===== src/rtl/mips_pkg.sv =====
//==============================================================================
// Module      : mips_pkg
// Description : Shared MIPS definitions for the decode/register-read stage:
//               opcode and funct constants, the link register index, the
//               operand-fetch state type and an instruction decode helper
//               that classifies register usage and builds the immediate.
// Revision    : 1.0 - initial release
//==============================================================================
`default_nettype none

package mips_pkg;

    // Primary opcodes (instr[31:26])
    localparam logic [5:0] OP_RTYPE = 6'h00;
    localparam logic [5:0] OP_J     = 6'h02;
    localparam logic [5:0] OP_JAL   = 6'h03;
    localparam logic [5:0] OP_BEQ   = 6'h04;
    localparam logic [5:0] OP_BNE   = 6'h05;
    localparam logic [5:0] OP_ADDI  = 6'h08;
    localparam logic [5:0] OP_ADDIU = 6'h09;
    localparam logic [5:0] OP_SLTI  = 6'h0A;
    localparam logic [5:0] OP_ANDI  = 6'h0C;
    localparam logic [5:0] OP_ORI   = 6'h0D;
    localparam logic [5:0] OP_LUI   = 6'h0F;
    localparam logic [5:0] OP_LW    = 6'h23;
    localparam logic [5:0] OP_SW    = 6'h2B;

    // R-type function codes (instr[5:0])
    localparam logic [5:0] FUNCT_JR = 6'h08;

    // Link register written by jal
    localparam logic [4:0] REG_RA = 5'd31;

    // Output-register occupancy
    typedef enum logic [0:0] {
        ST_EMPTY = 1'b0,
        ST_FULL  = 1'b1
    } of_state_e;

    // Decoded view of one instruction word
    typedef struct packed {
        logic        use_rs;
        logic        use_rt;
        logic [4:0]  dest;
        logic        dest_en;
        logic [31:0] imm;
    } decode_t;

    // Classify register usage and form the extended immediate.
    // Unknown opcodes fall through with no sources and no destination.
    function automatic decode_t decode_instr(input logic [31:0] instr);
        decode_t    d;
        logic [5:0] op;
        logic [5:0] funct;
        logic [4:0] rt;
        logic [4:0] rd;
        logic [15:0] imm16;

        op    = instr[31:26];
        funct = instr[5:0];
        rt    = instr[20:16];
        rd    = instr[15:11];
        imm16 = instr[15:0];

        d.use_rs  = 1'b0;
        d.use_rt  = 1'b0;
        d.dest    = 5'd0;
        d.dest_en = 1'b0;
        d.imm     = {{16{imm16[15]}}, imm16};

        case (op)
            OP_RTYPE: begin
                d.use_rs  = 1'b1;
                d.use_rt  = 1'b1;
                d.dest    = rd;
                d.dest_en = (funct != FUNCT_JR);
            end
            OP_ADDI, OP_ADDIU, OP_SLTI, OP_LW: begin
                d.use_rs  = 1'b1;
                d.dest    = rt;
                d.dest_en = 1'b1;
            end
            OP_ANDI, OP_ORI: begin
                d.use_rs  = 1'b1;
                d.dest    = rt;
                d.dest_en = 1'b1;
                d.imm     = {16'h0000, imm16};
            end
            OP_LUI: begin
                d.dest    = rt;
                d.dest_en = 1'b1;
                d.imm     = {imm16, 16'h0000};
            end
            OP_SW, OP_BEQ, OP_BNE: begin
                d.use_rs  = 1'b1;
                d.use_rt  = 1'b1;
            end
            OP_J: begin
                d.imm     = {6'd0, instr[25:0]};
            end
            OP_JAL: begin
                d.dest    = REG_RA;
                d.dest_en = 1'b1;
                d.imm     = {6'd0, instr[25:0]};
            end
            default: begin
            end
        endcase

        // r0 is hard-wired, so nothing ever waits on it
        if (d.dest == 5'd0) begin
            d.dest_en = 1'b0;
        end
        return d;
    endfunction

endpackage

`default_nettype wire


===== src/rtl/regfile_2r1w.sv =====
//==============================================================================
// Module      : regfile_2r1w
// Description : Architectural register file, 2**REG_AW x DATA_W, two
//               asynchronous read ports and one synchronous write port.
//               Register 0 reads as zero and ignores writes. A synchronous
//               active-low reset clears every entry.
// Ports       : clock, reset_n          - clock / synchronous active-low reset
//               i_wr_en/i_wr_addr/i_wr_data - write port (takes effect at edge)
//               i_rd0_addr -> o_rd0_data - read port 0
//               i_rd1_addr -> o_rd1_data - read port 1
// Revision    : 1.0 - initial release
//==============================================================================
`default_nettype none

module regfile_2r1w #(
    parameter int DATA_W = 32,
    parameter int REG_AW = 5
) (
    input  logic              clock,
    input  logic              reset_n,
    input  logic              i_wr_en,
    input  logic [REG_AW-1:0] i_wr_addr,
    input  logic [DATA_W-1:0] i_wr_data,
    input  logic [REG_AW-1:0] i_rd0_addr,
    output logic [DATA_W-1:0] o_rd0_data,
    input  logic [REG_AW-1:0] i_rd1_addr,
    output logic [DATA_W-1:0] o_rd1_data
);

    localparam int c_NREGS = 2 ** REG_AW;

    logic [DATA_W-1:0] r_mem [c_NREGS];

    always_ff @(posedge clock) begin
        if (!reset_n) begin
            for (int i = 0; i < c_NREGS; i++) begin
                r_mem[i] <= '0;
            end
        end else if (i_wr_en && (i_wr_addr != '0)) begin
            r_mem[i_wr_addr] <= i_wr_data;
        end
    end

    // Reads return the pre-edge contents; a same-cycle write is not forwarded
    assign o_rd0_data = (i_rd0_addr == '0) ? '0 : r_mem[i_rd0_addr];
    assign o_rd1_data = (i_rd1_addr == '0) ? '0 : r_mem[i_rd1_addr];

endmodule

`default_nettype wire


===== src/rtl/operand_fetch.sv =====
//==============================================================================
// Module      : operand_fetch
// Description : MIPS decode/register-read stage. Accepts one instruction per
//               cycle from fetch, decodes register fields and immediate, reads
//               two operands from the owned register file and presents a
//               registered operand bundle to execute. A pending-write
//               scoreboard stalls instructions whose sources have an issued
//               but not yet written-back producer.
// Config      : `define OPERAND_FETCH_BYPASS_EN to forward the same-cycle
//               write-back value into the operands and suppress that hazard.
//               Default build has no bypass path.
// Ports       : clock, reset_n              - clock / synchronous active-low reset
//               in_valid/in_ready/in_instr  - fetch handshake
//               out_valid/out_ready         - execute handshake
//               out_opcode/out_funct/out_rs_val/out_rt_val/out_imm/
//               out_dest/out_dest_en        - registered operand bundle
//               wb_en/wb_addr/wb_data       - register-file write port
//               stall                       - in_valid blocked by a hazard
// Revision    : 1.0 - initial release
//==============================================================================
`default_nettype none

module operand_fetch
    import mips_pkg::*;
#(
    parameter int DATA_W = 32,
    parameter int REG_AW = 5
) (
    input  logic              clock,
    input  logic              reset_n,
    input  logic              in_valid,
    output logic              in_ready,
    input  logic [31:0]       in_instr,
    output logic              out_valid,
    input  logic              out_ready,
    output logic [5:0]        out_opcode,
    output logic [5:0]        out_funct,
    output logic [DATA_W-1:0] out_rs_val,
    output logic [DATA_W-1:0] out_rt_val,
    output logic [DATA_W-1:0] out_imm,
    output logic [REG_AW-1:0] out_dest,
    output logic              out_dest_en,
    input  logic              wb_en,
    input  logic [REG_AW-1:0] wb_addr,
    input  logic [DATA_W-1:0] wb_data,
    output logic              stall
);

    localparam int c_NREGS = 2 ** REG_AW;

    // Decode
    decode_t           w_dec;
    logic [REG_AW-1:0] w_rs_addr;
    logic [REG_AW-1:0] w_rt_addr;
    logic [REG_AW-1:0] w_dest;

    assign w_dec     = decode_instr(in_instr);
    assign w_rs_addr = REG_AW'(in_instr[25:21]);
    assign w_rt_addr = REG_AW'(in_instr[20:16]);
    assign w_dest    = REG_AW'(w_dec.dest);

    // Register file
    logic [DATA_W-1:0] w_rf_rs;
    logic [DATA_W-1:0] w_rf_rt;

    regfile_2r1w #(
        .DATA_W (DATA_W),
        .REG_AW (REG_AW)
    ) u_regfile (
        .clock      (clock),
        .reset_n    (reset_n),
        .i_wr_en    (wb_en),
        .i_wr_addr  (wb_addr),
        .i_wr_data  (wb_data),
        .i_rd0_addr (w_rs_addr),
        .o_rd0_data (w_rf_rs),
        .i_rd1_addr (w_rt_addr),
        .o_rd1_data (w_rf_rt)
    );

    // Bypass: a same-cycle write-back satisfies a used source, unless this
    // very instruction re-targets that register (it then waits one cycle so
    // its own scoreboard set does not race the clear).
    logic w_rs_byp;
    logic w_rt_byp;

`ifdef OPERAND_FETCH_BYPASS_EN
    assign w_rs_byp = w_dec.use_rs && wb_en && (wb_addr == w_rs_addr) &&
                      (w_rs_addr != '0) && !(w_dec.dest_en && (w_dest == w_rs_addr));
    assign w_rt_byp = w_dec.use_rt && wb_en && (wb_addr == w_rt_addr) &&
                      (w_rt_addr != '0) && !(w_dec.dest_en && (w_dest == w_rt_addr));
`else
    assign w_rs_byp = 1'b0;
    assign w_rt_byp = 1'b0;
`endif

    logic [DATA_W-1:0] w_rs_val;
    logic [DATA_W-1:0] w_rt_val;

    assign w_rs_val = w_rs_byp ? wb_data : w_rf_rs;
    assign w_rt_val = w_rt_byp ? wb_data : w_rf_rt;

    // Scoreboard and hazard
    logic [c_NREGS-1:0] r_pending;
    logic               w_hazard;
    logic               w_accept;
    of_state_e          r_state;

    assign w_hazard = (w_dec.use_rs && r_pending[w_rs_addr] && !w_rs_byp) ||
                      (w_dec.use_rt && r_pending[w_rt_addr] && !w_rt_byp);

    assign out_valid = (r_state == ST_FULL);
    assign in_ready  = (!out_valid || out_ready) && !w_hazard;
    assign w_accept  = in_valid && in_ready;
    assign stall     = in_valid && w_hazard;

    logic [c_NREGS-1:0] w_pend_set;
    logic [c_NREGS-1:0] w_pend_clr;

    always_comb begin
        w_pend_set = '0;
        w_pend_clr = '0;
        if (w_accept && w_dec.dest_en) begin
            w_pend_set[w_dest] = 1'b1;
        end
        if (wb_en) begin
            w_pend_clr[wb_addr] = 1'b1;
        end
    end

    // Set applied after clear so a same-cycle set/clear leaves the bit set
    always_ff @(posedge clock) begin
        if (!reset_n) begin
            r_pending <= '0;
        end else begin
            r_pending <= (r_pending & ~w_pend_clr) | w_pend_set;
        end
    end

    // Output register and occupancy state
    logic [5:0]        r_opcode;
    logic [5:0]        r_funct;
    logic [DATA_W-1:0] r_rs_val;
    logic [DATA_W-1:0] r_rt_val;
    logic [DATA_W-1:0] r_imm;
    logic [REG_AW-1:0] r_dest;
    logic              r_dest_en;

    always_ff @(posedge clock) begin
        if (!reset_n) begin
            r_state   <= ST_EMPTY;
            r_opcode  <= '0;
            r_funct   <= '0;
            r_rs_val  <= '0;
            r_rt_val  <= '0;
            r_imm     <= '0;
            r_dest    <= '0;
            r_dest_en <= 1'b0;
        end else begin
            // Acceptance in FULL implies out_ready, so a load never
            // overwrites an unconsumed bundle.
            if (w_accept) begin
                r_opcode  <= in_instr[31:26];
                r_funct   <= in_instr[5:0];
                r_rs_val  <= w_rs_val;
                r_rt_val  <= w_rt_val;
                r_imm     <= DATA_W'(w_dec.imm);
                r_dest    <= w_dest;
                r_dest_en <= w_dec.dest_en;
            end
            case (r_state)
                ST_EMPTY: begin
                    if (w_accept) begin
                        r_state <= ST_FULL;
                    end
                end
                ST_FULL: begin
                    if (!w_accept && out_ready) begin
                        r_state <= ST_EMPTY;
                    end
                end
                default: begin
                    r_state <= ST_EMPTY;
                end
            endcase
        end
    end

    assign out_opcode  = r_opcode;
    assign out_funct   = r_funct;
    assign out_rs_val  = r_rs_val;
    assign out_rt_val  = r_rt_val;
    assign out_imm     = r_imm;
    assign out_dest    = r_dest;
    assign out_dest_en = r_dest_en;

endmodule

`default_nettype wire


===== config.mk =====
export PLATFORM = sky130hd
export DESIGN_NAME = operand_fetch
export DESIGN_NICKNAME = d
export VERILOG_FILES = /design/src/rtl/mips_pkg.sv /design/src/rtl/regfile_2r1w.sv /design/src/rtl/operand_fetch.sv
export SDC_FILE = /design/constraint.sdc
export NUM_CORES = 2
export LEC_CHECK = 0
export CAP_MARGIN = 20
export CORE_MARGIN = 2
export CORE_UTILIZATION = 30
export CTS_BUF_LIST = sky130_fd_sc_hd__clkbuf_8
export DETAILED_ROUTE_END_ITERATION = 6
export DONT_BUFFER_PORTS = 1
export PLACE_DENSITY = 0.53
export RECOVER_POWER = 25
export SYNTH_ARGS = -nofsm -noshare
export SYNTH_HDL_FRONTEND = slang
export SYNTH_HIERARCHICAL = 1
export SYNTH_SLANG_ARGS = --single-unit

===== constraint.sdc =====
create_clock -name clock -period 11.6 [get_ports clock]
set_input_delay 1.74 -clock clock [delete_from_list [all_inputs] [get_ports clock]]
set_output_delay 1.74 -clock clock [all_outputs]
set_load 0.05 [all_outputs]

==> out/metrics.yaml <==
status: "finished, violations left"
violations_in_the_final_reports: "max-capacitance violations, max-slew violations"
syn_inst: 4284
timing.critical_path.arrival_ns: 4.22
post_synth_num_cell_types: 65
clock-root-buffer: "sky130_fd_sc_hd__clkbuf_8"
post_cts.resized_instances: 0
vdd.ir_drop.worst_v: 0.00009187
floorplan.die_area_sq_um: 207100
grt_start_max_net_pins: 322
wp_buf_inv: 0
post-route-drc-count: 0
worstMarginPinSlew_ns: 2.886
pin_count: 191
clk_pin_slew_worst_paths_ns: 0.06
clock_tree.buffer_depth: 3
ys_seq_elements: 1171
numCtsBuffers: 199
drt_wl_total_um: 220000
critical_path_class: "input pin to output pin"
pwr_density_cell_nw_per_um2: 143.3
fin_total_pwr_mw: 9.635
setup_viol_count_final: 0
post_cts_hold_buffer_count: 0
fin_clk_skew_ns: 0.04786
synth_to_final_area_change_pct: 10.12
num_rows: 165
syn_avg_cell_area_sq_um: 14.25
met2RoutedLength_um: 102400
number_of_enable_flip_flop_cells_after_synthesis: 1024
clock_insertion_delay_worst_skew_ns: 0.93
clock_sinks: 1171
detailedRoute.firstPassIterationCount: 5
synthesis.area_sq_um: 61040
max-cap-violations: 23
drt-initial-drc-count: 4566
die_boundary_width_um: 455.1
die_height_um: 455.1
cells_along_the_critical_path: "mux4_2, a2bb2oi_1, nand3_1, a21boi_1"
synth-async-reset-ratio_pct: 0
critPathMaxFanout: 252
worstSetupStartpointType: "input pin"
cp_top_family: "compound AO/OA/AOI/OAI gates"
crit_end_category: "output pin"
initial_utilization_pct: 30.20
layout_commonest_cell: "sky130_fd_sc_hd__edfxtp_1"
total_count_of_max_transition_violations_in_the_final_report: 672
final_layout_size_suffix_gt1_share_pct: 21.20
leakage_nw: 22.32
grt_first_pass_wirelength_um: 306000
totalNegativeSetupSlack_ns: 0
portBuffers: 0
route.detailed.wl_per_inst_um: 31.50
slew_headroom_pct: -92.40
final_antenna_net_count: 0
cts_tree: "done"
htreeDepth: 4
rsz0062_at_grt: "no"
pre_cts_ws_ns: 6.051
gpl.final_weighted_congestion: 0.8025
topRoutingLayerUsed: "met4"
final.setup.worst_slack_ns: 5.635
floorplan.core_area_sq_um: 202100
dpl-instance-area_sq_um: 63590
hold_violations: 0
grt_pass1_vias: 39733
place.detailed.hpwl_um: 119700
via_count: 39278
route.detailed.vias_per_inst: 5.624
post-route-cell-area_sq_um: 67220
grt_usage_pct: 20.89
mostFrequentLayoutCells: "sky130_fd_sc_hd__edfxtp_1, sky130_fd_sc_hd__and2_1, sky130_fd_sc_hd__mux4_2"
hold_class: "flop to flop"
yosysWarningCount: 6
maxClockFrequency_mhz: 167.7
met3WireLength_um: 21350
worst_path_max_delay_cell: "sky130_fd_sc_hd__a21boi_1"
synth-main-ff-cell: "sky130_fd_sc_hd__edfxtp_1"
cts_post_setup_buffers_inserted: 0
worst_path_largest_cell_delay_ns: 0.81
grt_antenna_before_repair: 16
yosysSeqAreaShare_pct: 55.20
grt_overflow_total: 0
final.min_clock_period_ns: 5.965
fin_nets: 4211
final_period_utilization_pct: 51.42
met1_length_um: 88250
crit_required_ns: 9.86
worst reg2reg max path, delay by kind of cell (launching register included):
kind | cells | cell delay (ns)
AO/OA/AOI/OAI | 3 | 1.10
buffers and inverters | 1 | 0.87
flip-flops | 1 | 0.34
multiplexers | 1 | 0.47
AND/OR/NAND/NOR | 2 | 0.69
layer usage:
layer  vias to the layer above  GRT usage, %
met5                         -             0
met1                     20473         27.72
met3                       395         4.656
met2                      2133         33.27
met4                         0         8.014
li1                      16277             -
registers in the layout, summed over array words and instances (netlist names):
signal / cells
out_rs_val: 32
out_valid: 1
out_rt_val: 32
out_opcode: 6
out_dest: 5
u_regfile/r_mem: 1024
out_funct: 6
out_dest_en: 1
out_imm: 32
r_pending: 32
cell families after synthesis:
group           synth area share, %
compound gates                6.447
flops                         55.20
other cells                0.006144
buf+inv                       3.618
mux                           21.46
simple gates                  13.27
path summary, 6_finish.rpt:
kind / from / endpoint / slack [ns] / cells past startpoint
hold / removal: r_pending[0] / r_pending[0] / 0.52 / 1
hold reg to reg: r_pending[0] / r_pending[0] / 0.52 / 1
setup / recovery: in_instr[22] / stall / 5.64 / 4
setup reg to reg: r_pending[7] / r_pending[31] / 8.03 / 7
power breakdown:
group          internal (mW)  leakage [nW]  switching [mW]
clock                   1.86          2.24            1.77
sequential              4.82          11.0           0.263
combinational          0.438          9.13           0.486
total                   7.11          22.3            2.52
layout make-up:
cell class	instances	area, sq um
fill	19438	134900
multi-input combinational	2671	25730
clock buffer	229	3152
clock inverter	132	635.6
inverter	5	21.27
antenna	15	37.54
timing repair buffer	89	605.6
tap	2672	3343
sequential	1171	33690
cells in the mapped netlist (5+ instances only):
cell type,n,area [sq um]
sky130_fd_sc_hd__nor3_1,57,285.3
sky130_fd_sc_hd__a2111oi_0,17,148.9
sky130_fd_sc_hd__o21ai_0,89,445.4
sky130_fd_sc_hd__inv_1,5,18.77
sky130_fd_sc_hd__nand4_1,6,37.54
sky130_fd_sc_hd__buf_6,26,292.8
sky130_fd_sc_hd__mux2i_1,186,1862
sky130_fd_sc_hd__a221oi_1,7,61.31
sky130_fd_sc_hd__nand2b_1,9,56.30
sky130_fd_sc_hd__nand3b_1,15,112.6
sky130_fd_sc_hd__or2_2,6,37.54
sky130_fd_sc_hd__a22oi_1,24,180.2
sky130_fd_sc_hd__a311oi_1,10,87.58
sky130_fd_sc_hd__mux4_2,484,10900
sky130_fd_sc_hd__buf_2,72,360.4
sky130_fd_sc_hd__or3_1,7,43.79
sky130_fd_sc_hd__nand2_1,64,240.2
sky130_fd_sc_hd__o211a_1,6,60.06
sky130_fd_sc_hd__o21ai_1,31,155.2
sky130_fd_sc_hd__o221ai_1,27,236.5
sky130_fd_sc_hd__and2_1,999,6250
sky130_fd_sc_hd__edfxtp_1,1024,30750
sky130_fd_sc_hd__dfxtp_1,147,2943
sky130_fd_sc_hd__nor4_1,9,56.30
sky130_fd_sc_hd__a22o_1,55,481.7
sky130_fd_sc_hd__mux2_2,30,337.8
sky130_fd_sc_hd__o211ai_1,31,232.7
sky130_fd_sc_hd__a2111oi_1,12,120.1
sky130_fd_sc_hd__a21oi_1,109,545.5
sky130_fd_sc_hd__clkbuf_1,315,1182
sky130_fd_sc_hd__nor2b_1,17,106.4
sky130_fd_sc_hd__o31ai_1,31,232.7
sky130_fd_sc_hd__buf_1,15,56.30
sky130_fd_sc_hd__or3b_2,6,52.55
sky130_fd_sc_hd__nor2_1,48,180.2
sky130_fd_sc_hd__nand3_1,91,455.4
sky130_fd_sc_hd__buf_4,39,292.8
sky130_fd_sc_hd__and3_1,6,37.54
sky130_fd_sc_hd__o22ai_1,80,500.5
sky130_fd_sc_hd__a211oi_1,37,277.8
metrics by stage:
stage,utilization (%),instances,hold slack [ns]
floorplan,-,4315,0.4546
global placement,31.45,6607,0.5048
detailed placement,31.46,6608,0.5083
CTS,33.34,6969,0.5164
global route,33.24,6973,0.5214
finish,33.26,6984,0.5163
(Power assumes the default switching activity.)
